### src/rtl/alu_result_stage.sv
// alu_result_stage
//   Write-back stage behind the 16-bit ALU. Each accepted ALU result is held
//   with its destination tag and write enable in a 2-entry FIFO. The FIFO
//   presents its head to the register-file write-back port through a
//   valid/ready handshake. The stage also keeps the architectural zero flag
//   and a count of retired results.
//
//   Ports
//     clk, rst                 clock; synchronous active-high reset
//     in_valid/in_ready        ALU-side handshake (in_ready = fewer than 2 held)
//     in_result, in_zf, in_rd  ALU result, zero flag, destination index
//     in_we, in_flag_we        register-file write enable, zero-flag update enable
//     out_valid/out_ready      write-back handshake
//     out_result, out_rd       head entry data and destination
//     out_we                   head entry write enable (0 whenever out_valid=0)
//     zero_flag                architectural zero flag, updated on push
//     retired_cnt              number of entries popped since reset (wraps)
module alu_result_stage #(
  parameter int unsigned DATA_W = 16,
  parameter int unsigned ADDR_W = 3,
  parameter int unsigned CNT_W  = 16
) (
  input  logic              clk,
  input  logic              rst,
  input  logic              in_valid,
  output logic              in_ready,
  input  logic [DATA_W-1:0] in_result,
  input  logic              in_zf,
  input  logic [ADDR_W-1:0] in_rd,
  input  logic              in_we,
  input  logic              in_flag_we,
  output logic              out_valid,
  input  logic              out_ready,
  output logic [DATA_W-1:0] out_result,
  output logic [ADDR_W-1:0] out_rd,
  output logic              out_we,
  output logic              zero_flag,
  output logic [CNT_W-1:0]  retired_cnt
);

  typedef enum logic [1:0] {
    EMPTY = 2'd0,
    ONE   = 2'd1,
    FULL  = 2'd2
  } occ_t;

  occ_t              occ;

  // Head entry drives the write-back port directly; tail holds the second entry.
  logic [DATA_W-1:0] head_result;
  logic [ADDR_W-1:0] head_rd;
  logic              head_we;
  logic [DATA_W-1:0] tail_result;
  logic [ADDR_W-1:0] tail_rd;
  logic              tail_we;

  logic              push;
  logic              pop;

  // Handshake qualifiers depend only on registered occupancy, so in_ready
  // has no combinational path from out_ready.
  always_comb begin
    in_ready   = (occ != FULL);
    out_valid  = (occ != EMPTY);
    push       = in_valid & in_ready;
    pop        = out_valid & out_ready;
    out_result = head_result;
    out_rd     = head_rd;
    out_we     = head_we & out_valid;
  end

  always_ff @(posedge clk) begin
    if (rst) begin
      occ         <= EMPTY;
      head_result <= '0;
      head_rd     <= '0;
      head_we     <= 1'b0;
      tail_result <= '0;
      tail_rd     <= '0;
      tail_we     <= 1'b0;
      zero_flag   <= 1'b0;
      retired_cnt <= '0;
    end else begin
      if (push && in_flag_we) begin
        zero_flag <= in_zf;
      end

      if (pop) begin
        retired_cnt <= retired_cnt + CNT_W'(1);
      end

      unique case (occ)
        EMPTY: begin
          if (push) begin
            head_result <= in_result;
            head_rd     <= in_rd;
            head_we     <= in_we;
            occ         <= ONE;
          end
        end
        ONE: begin
          if (push && pop) begin
            // Head retires and the new entry replaces it in the same cycle.
            head_result <= in_result;
            head_rd     <= in_rd;
            head_we     <= in_we;
          end else if (push) begin
            tail_result <= in_result;
            tail_rd     <= in_rd;
            tail_we     <= in_we;
            occ         <= FULL;
          end else if (pop) begin
            occ <= EMPTY;
          end
        end
        FULL: begin
          if (pop) begin
            head_result <= tail_result;
            head_rd     <= tail_rd;
            head_we     <= tail_we;
            occ         <= ONE;
          end
        end
        default: begin
          occ <= EMPTY;
        end
      endcase
    end
  end

endmodule
### config.mk
export PLATFORM = sky130hd
export DESIGN_NAME = alu_result_stage
export DESIGN_NICKNAME = d
export VERILOG_FILES = /design/src/rtl/alu_result_stage.sv
export SDC_FILE = /design/constraint.sdc
export NUM_CORES = 1
export LEC_CHECK = 0
export ABC_AREA = 1
export ABC_CLOCK_PERIOD_IN_PS = 2200
export BUFFER_PORTS_ARGS = -buffer_cell sky130_fd_sc_hd__buf_4
export CAP_MARGIN = 40
export CORE_MARGIN = 4
export CORE_UTILIZATION = 39
export DETAILED_ROUTE_END_ITERATION = 16
export HOLD_SLACK_MARGIN = 0.15
export REMOVE_ABC_BUFFERS = 1
export SLEW_MARGIN = 15
export SYNTH_ARGS = -nofsm -noshare
export SYNTH_HDL_FRONTEND = slang
export SYNTH_SLANG_ARGS = --single-unit
export TNS_END_PERCENT = 1
### constraint.sdc
create_clock -name clk -period 2.2 [get_ports clk]
set_clock_uncertainty 0.2 [all_clocks]
set_input_delay 0.11 -clock clk [delete_from_list [all_inputs] [get_ports clk]]
set_output_delay 0.11 -clock clk [all_outputs]
set_load 0.01 [all_outputs]
Yosys cells after proc, flatten, opt, wreduce, memory -nomap -nowiden
Index checks and enable logic that the tools add are counted.

Flip-flop bits (word level): 59. Input port bits: 26. Logic and storage cells: 48.

Add/subtract/negate cells: 1. Eq/ne operators: 8. Multiplexer cells: 18. Bitwise operators: 4. Reduce and logical (&&, ||, !) cells: 8.

Operator list (count): $mux W16 (3); $pmux W16 S3 (1); $add A16 B1 Y16 const B (1); $mux W2 (5); $ne A2 B2 Y1 const B (5); $mux W3 (3); $pmux W3 S3 (1); $reduce_and A4 Y1 (2); $pmux W2 S3 (1); $and A1 B1 Y1 (3); $mux W1 (3); $ne A3 B3 Y1 const B (1); $pmux W1 S3 (1); $reduce_and A3 Y1 (1); $reduce_bool A3 Y1 (1); $eq A2 B1 Y1 const B (1); $eq A2 B2 Y1 const B (1); $logic_and A1 B1 Y1 (2); $logic_not A2 Y1 (1); $reduce_bool A2 Y1 (1); $not A1 Y1 (1).

Longest topological paths before layout
Word-level depth: 6. Mapped depth: 8. Gate-level depth less buffers: 8.

Worst setup path before layout
Ideal clock, no wire load.

Path type: reg2reg. Start point: register retired_cnt[0]. End point: register retired_cnt[8]. Setup time: 0.116 ns. Arrival time: 1.143 ns. Required time: 1.884 ns. Path slack: 0.741 ns. Stages on the path, launching flop included: 7. Clock period less this slack: 1.459 ns. Path through: dfxtp_1 -> ha_1 -> nand2_1 -> nor2_1 -> nand2_1 -> o21ai_0 -> nor2_1.

Cells in the longest elaborated chain, start to end: 1.

RTL lines: start, declared (line 38) `output logic [CNT_W-1:0] retired_cnt`; start signal, assigned (line 89) `retired_cnt <= retired_cnt + CNT_W'(1);`; $add A16 B1 Y16 (line 89).

No other way between the ends. A chain may end at the register's enable or synchronous reset.

Worst setup path after layout
Start point: register occ[0]. End point: register zero_flag.

Cells in the longest elaborated chain, start to end: 3.

RTL lines: start, declared (line 47) `occ_t occ;`; start signal, assigned (line 74) `occ <= EMPTY;`; start signal, assigned (line 98) `occ <= ONE;`; start signal, assigned (line 111) `occ <= FULL;`; $ne A2 B2 Y1 (line 63) `in_ready = (occ != FULL);`; $and A1 B1 Y1 (line 65) `push = in_valid & in_ready;`; $logic_and A1 B1 Y1 (line 84) `if (push && in_flag_we) begin`; end signal, assigned (line 85) `zero_flag <= in_zf;`; end, declared (line 37) `output logic zero_flag,`.

No other way between the ends.

==> impl_metrics.ini <==
[cts]
cts-root-buf = clkbuf_8
cts.sinks = 59
worstSkewPairLatency_ps = 330
clockBufferDepth = 2
cts_setup_buffers = 0
cts_buffers = 9
clk_pin_slew_ps = 70
cts_tree = yes
ctsHtreeMaxLevel = 3

[layout]
antennaDiodeCount = 0
syn2layout_area_growth_pct = 38.9
finalInstanceArea_um2 = 3570
drive_gt1_share_pct = 19.7
fin_nets = 484
final_core_util_pct = 55.9
final_cells = 539

[placement]
io_buffers = 64
place_area_um2 = 3090
dp.cells = 498
gp_congestion = 0.830
hpwl_mm = 4.08
pre_cts_ws_ps = 523

[die]
ios = 65
rows = 29
dieArea_um2 = 7950
initial_core_util_pct = 40.2
dieHeight_um = 89.2
core_area_um2 = 6390
die_w_um = 89.2

[timing]
max-slew-margin-rel_pct = 66.4
hold_viol = 0
setup_violations = 0
rsz0062_at_grt = no
fmax_mhz = 509
layout_min_cycle_time_ps = 1970
tightestPinTransition_ps = 503
fin_crit_sh_pct = 89.4
setup_tns_ps = 0
setup_slack_ps = 234
final_max_slew_viol_count = 0

[worst_setup_path]
worstPathCellList = nor2_4, inv_4, nand4_1, a21oi_1, dlygate4sd3_1
worstPathRequired_ps = 2280
timing.rr.start = occ[0]$_SDFFE_PP0P_
end_kind = flip-flop
reg2regPathDepth = 5
crit_slowest_cell = dlygate4sd3_1
critPathTopFamily = buffers and inverters
cp_slowest_stage_delay_ps = 580
crit_buf_inv = 2
r2r_end = zero_flag$_SDFFE_PP0P_
critPathKind = flip-flop to flip-flop
startpoint_type = flip-flop
worstPathMaxFanout = 41
reg2reg_slack_ps = 230
cp.arrival_ps = 2040

[status]
status = finished, final reports clean

[drt]
wirelength_mm = 6.07
vias = 2507
drt-vias-per-instance = 4.65
dr.pass1.iters = 4
drc_errors = 0
drtIter0Drc = 77
wl_per_cell_um = 11.3
ant_nets = 0

[global_routing]
grt_pass1_vias = 2348
grt_pass1_wl_mm = 10.4
antenna_found_initial = 0
grt_max_degree = 42
grt_use_total_pct = 16.8
grt.overflow.total = 0

[power]
seqPwrFrac_pct = 44.5
sw_frac_of_total_pct = 23.5
clkPwrFrac_pct = 43.1
p_int_uw = 1980
combinationalPowerShare_pct = 12.4
power_density_nw_per_um2 = 726
switching_power_uw = 608
vdd_drop_max_uv = 571
leakage_uw = 0.00158

[synthesis]
syn-cell-area_um2 = 2570
yosys-top-cells-area = dfxtp_1 46%, nor2_1 10%, nand2_1 9.2%
synth_top_area_cell = dfxtp_1
syn_inst = 370
ys_types = 19
ys_warn_count = 0
netlist.area_leader.share_pct = 46.0
ys_ff_latch = 59
syn_avg_cell_area_um2 = 6.94
yosysSeqAreaShare_pct = 46.0

[worst_hold_path]
worstHoldEndpoint = tail_result[11]$_SDFFE_PP0P_
min_path_type = flip-flop to flip-flop
hold_depth = 2
hp-start = tail_result[11]$_SDFFE_PP0P_

[job]
drv_cap = 0
-- power by group through the flow --
stage	Sequential [uW]	Combinational [uW]	Clock, uW
after floorplan	1190	132	0
after global placement	1180	289	0
after detailed placement	1180	292	0
after CTS	1150	326	1150
after global routing	1160	366	1200
final	1150	322	1120
-- how the worst max path moves through the flow --
stage	from	endpoint	slack, ps	cells after the start
after floorplan	occ[0]$_SDFFE_PP0P_	out_result[5]$_SDFFE_PP0P_	420	5
after global placement	occ[0]$_SDFFE_PP0P_	out_rd[1]$_SDFFE_PP0P_	560	5
after detailed placement	occ[0]$_SDFFE_PP0P_	head_we$_SDFFE_PP0P_	520	6
after CTS	occ[0]$_SDFFE_PP0P_	zero_flag$_SDFFE_PP0P_	80	5
after global routing	occ[0]$_SDFFE_PP0P_	zero_flag$_SDFFE_PP0P_	90	5
final	occ[0]$_SDFFE_PP0P_	zero_flag$_SDFFE_PP0P_	230	5
-- tightest hold or removal path, stage by stage (launching register included) --
cell,delay [ps]
dfxtp_1,300
inv_1,60
a21oi_1,50
-- metal layers --
metal	part of all wire [%]	GRT usage (%)	up-vias	wire (um)
met5	0	0	-	0
met4	1.4	5.68	0	87
met3	6.2	5.53	11	376
met2	48	28.1	55	2890
met1	45	20.3	1082	2710
li1	-	-	1359	-
-- cells in the final DEF, fill, tap and decap left out --
cell type,synthesis,final
o22ai_2,1,1
o21ai_0,43,43
nand3_1,10,10
inv_4,0,1
dfxtp_1,59,59
clkinvlp_4,0,1
clkinv_2,0,1
nand4_1,2,2
a211oi_1,1,1
nor2_4,2,2
clkbuf_1,8,1
nor2_2,3,3
inv_2,2,1
inv_1,44,44
o21ai_1,22,22
bufinv_16,0,2
nand2_1,63,63
clkbuf_8,0,11
buf_12,0,1
dlygate4sd3_1,0,25
o21bai_1,1,1
nor2_1,69,69
buf_4,0,67
ha_1,1,1
a21oi_1,30,30
-- logic make-up after synthesis --
logic type	synth area share, %
AND/OR/NAND/NOR	23.3
buffers and inverters	10.6
AO/OA/AOI/OAI	19.6
adder cells (fa/ha/maj)	0.487
flip-flops	46.0
-- flip-flops by register name, indices dropped and copies added, names as in the netlist --
name	count
head_we	1
occ	2
out_rd	3
out_result	16
retired_cnt	16
tail_rd	3
tail_result	16
tail_we	1
zero_flag	1
-- repair_timing --
item | 4_1_cts | 5_1_grt
hold buffers | 25 | 0
setup endpoints to repair | 0 | 1
hold endpoints to repair | 57 | 0
resized for setup | 0 | 2
-- synthesized netlist by cell type --
| library cell | count |
|---|---|
| o21bai_1 | 1 |
| buf_6 | 4 |
| a211oi_1 | 1 |
| o21ai_0 | 43 |
| nand4_1 | 2 |
| inv_1 | 44 |
| ha_1 | 1 |
| buf_2 | 5 |
| a21oi_1 | 30 |
| inv_2 | 2 |
| nor2_4 | 2 |
| o21ai_1 | 22 |
| nand2_1 | 63 |
| o22ai_2 | 1 |
| dfxtp_1 | 59 |
| nor2_2 | 3 |
| nand3_1 | 10 |
| nor2_1 | 69 |
| clkbuf_1 | 8 |
-- per-stage QoR --
| step | power [uW] | hold slack (ps) |
|---|---|---|
| 2_1_floorplan | 1320 | -20.9 |
| 3_3_place_gp | 1460 | 136 |
| 3_5_place_dp | 1470 | 135 |
| 4_1_cts | 2630 | 253 |
| 5_1_grt | 2720 | 274 |
| 6_report | 2590 | 250 |
-- cell type report --
cell class | count | area [um2]
clock inverters | 4 | 72.6
inverters | 46 | 175
multi-input cells | 248 | 1110
well taps | 77 | 96.3
repair buffers | 93 | 773
fillers | 646 | 2820
flip-flops and latches | 59 | 1180
clock buffers | 12 | 155
Power figures use the tool's default switching activity.
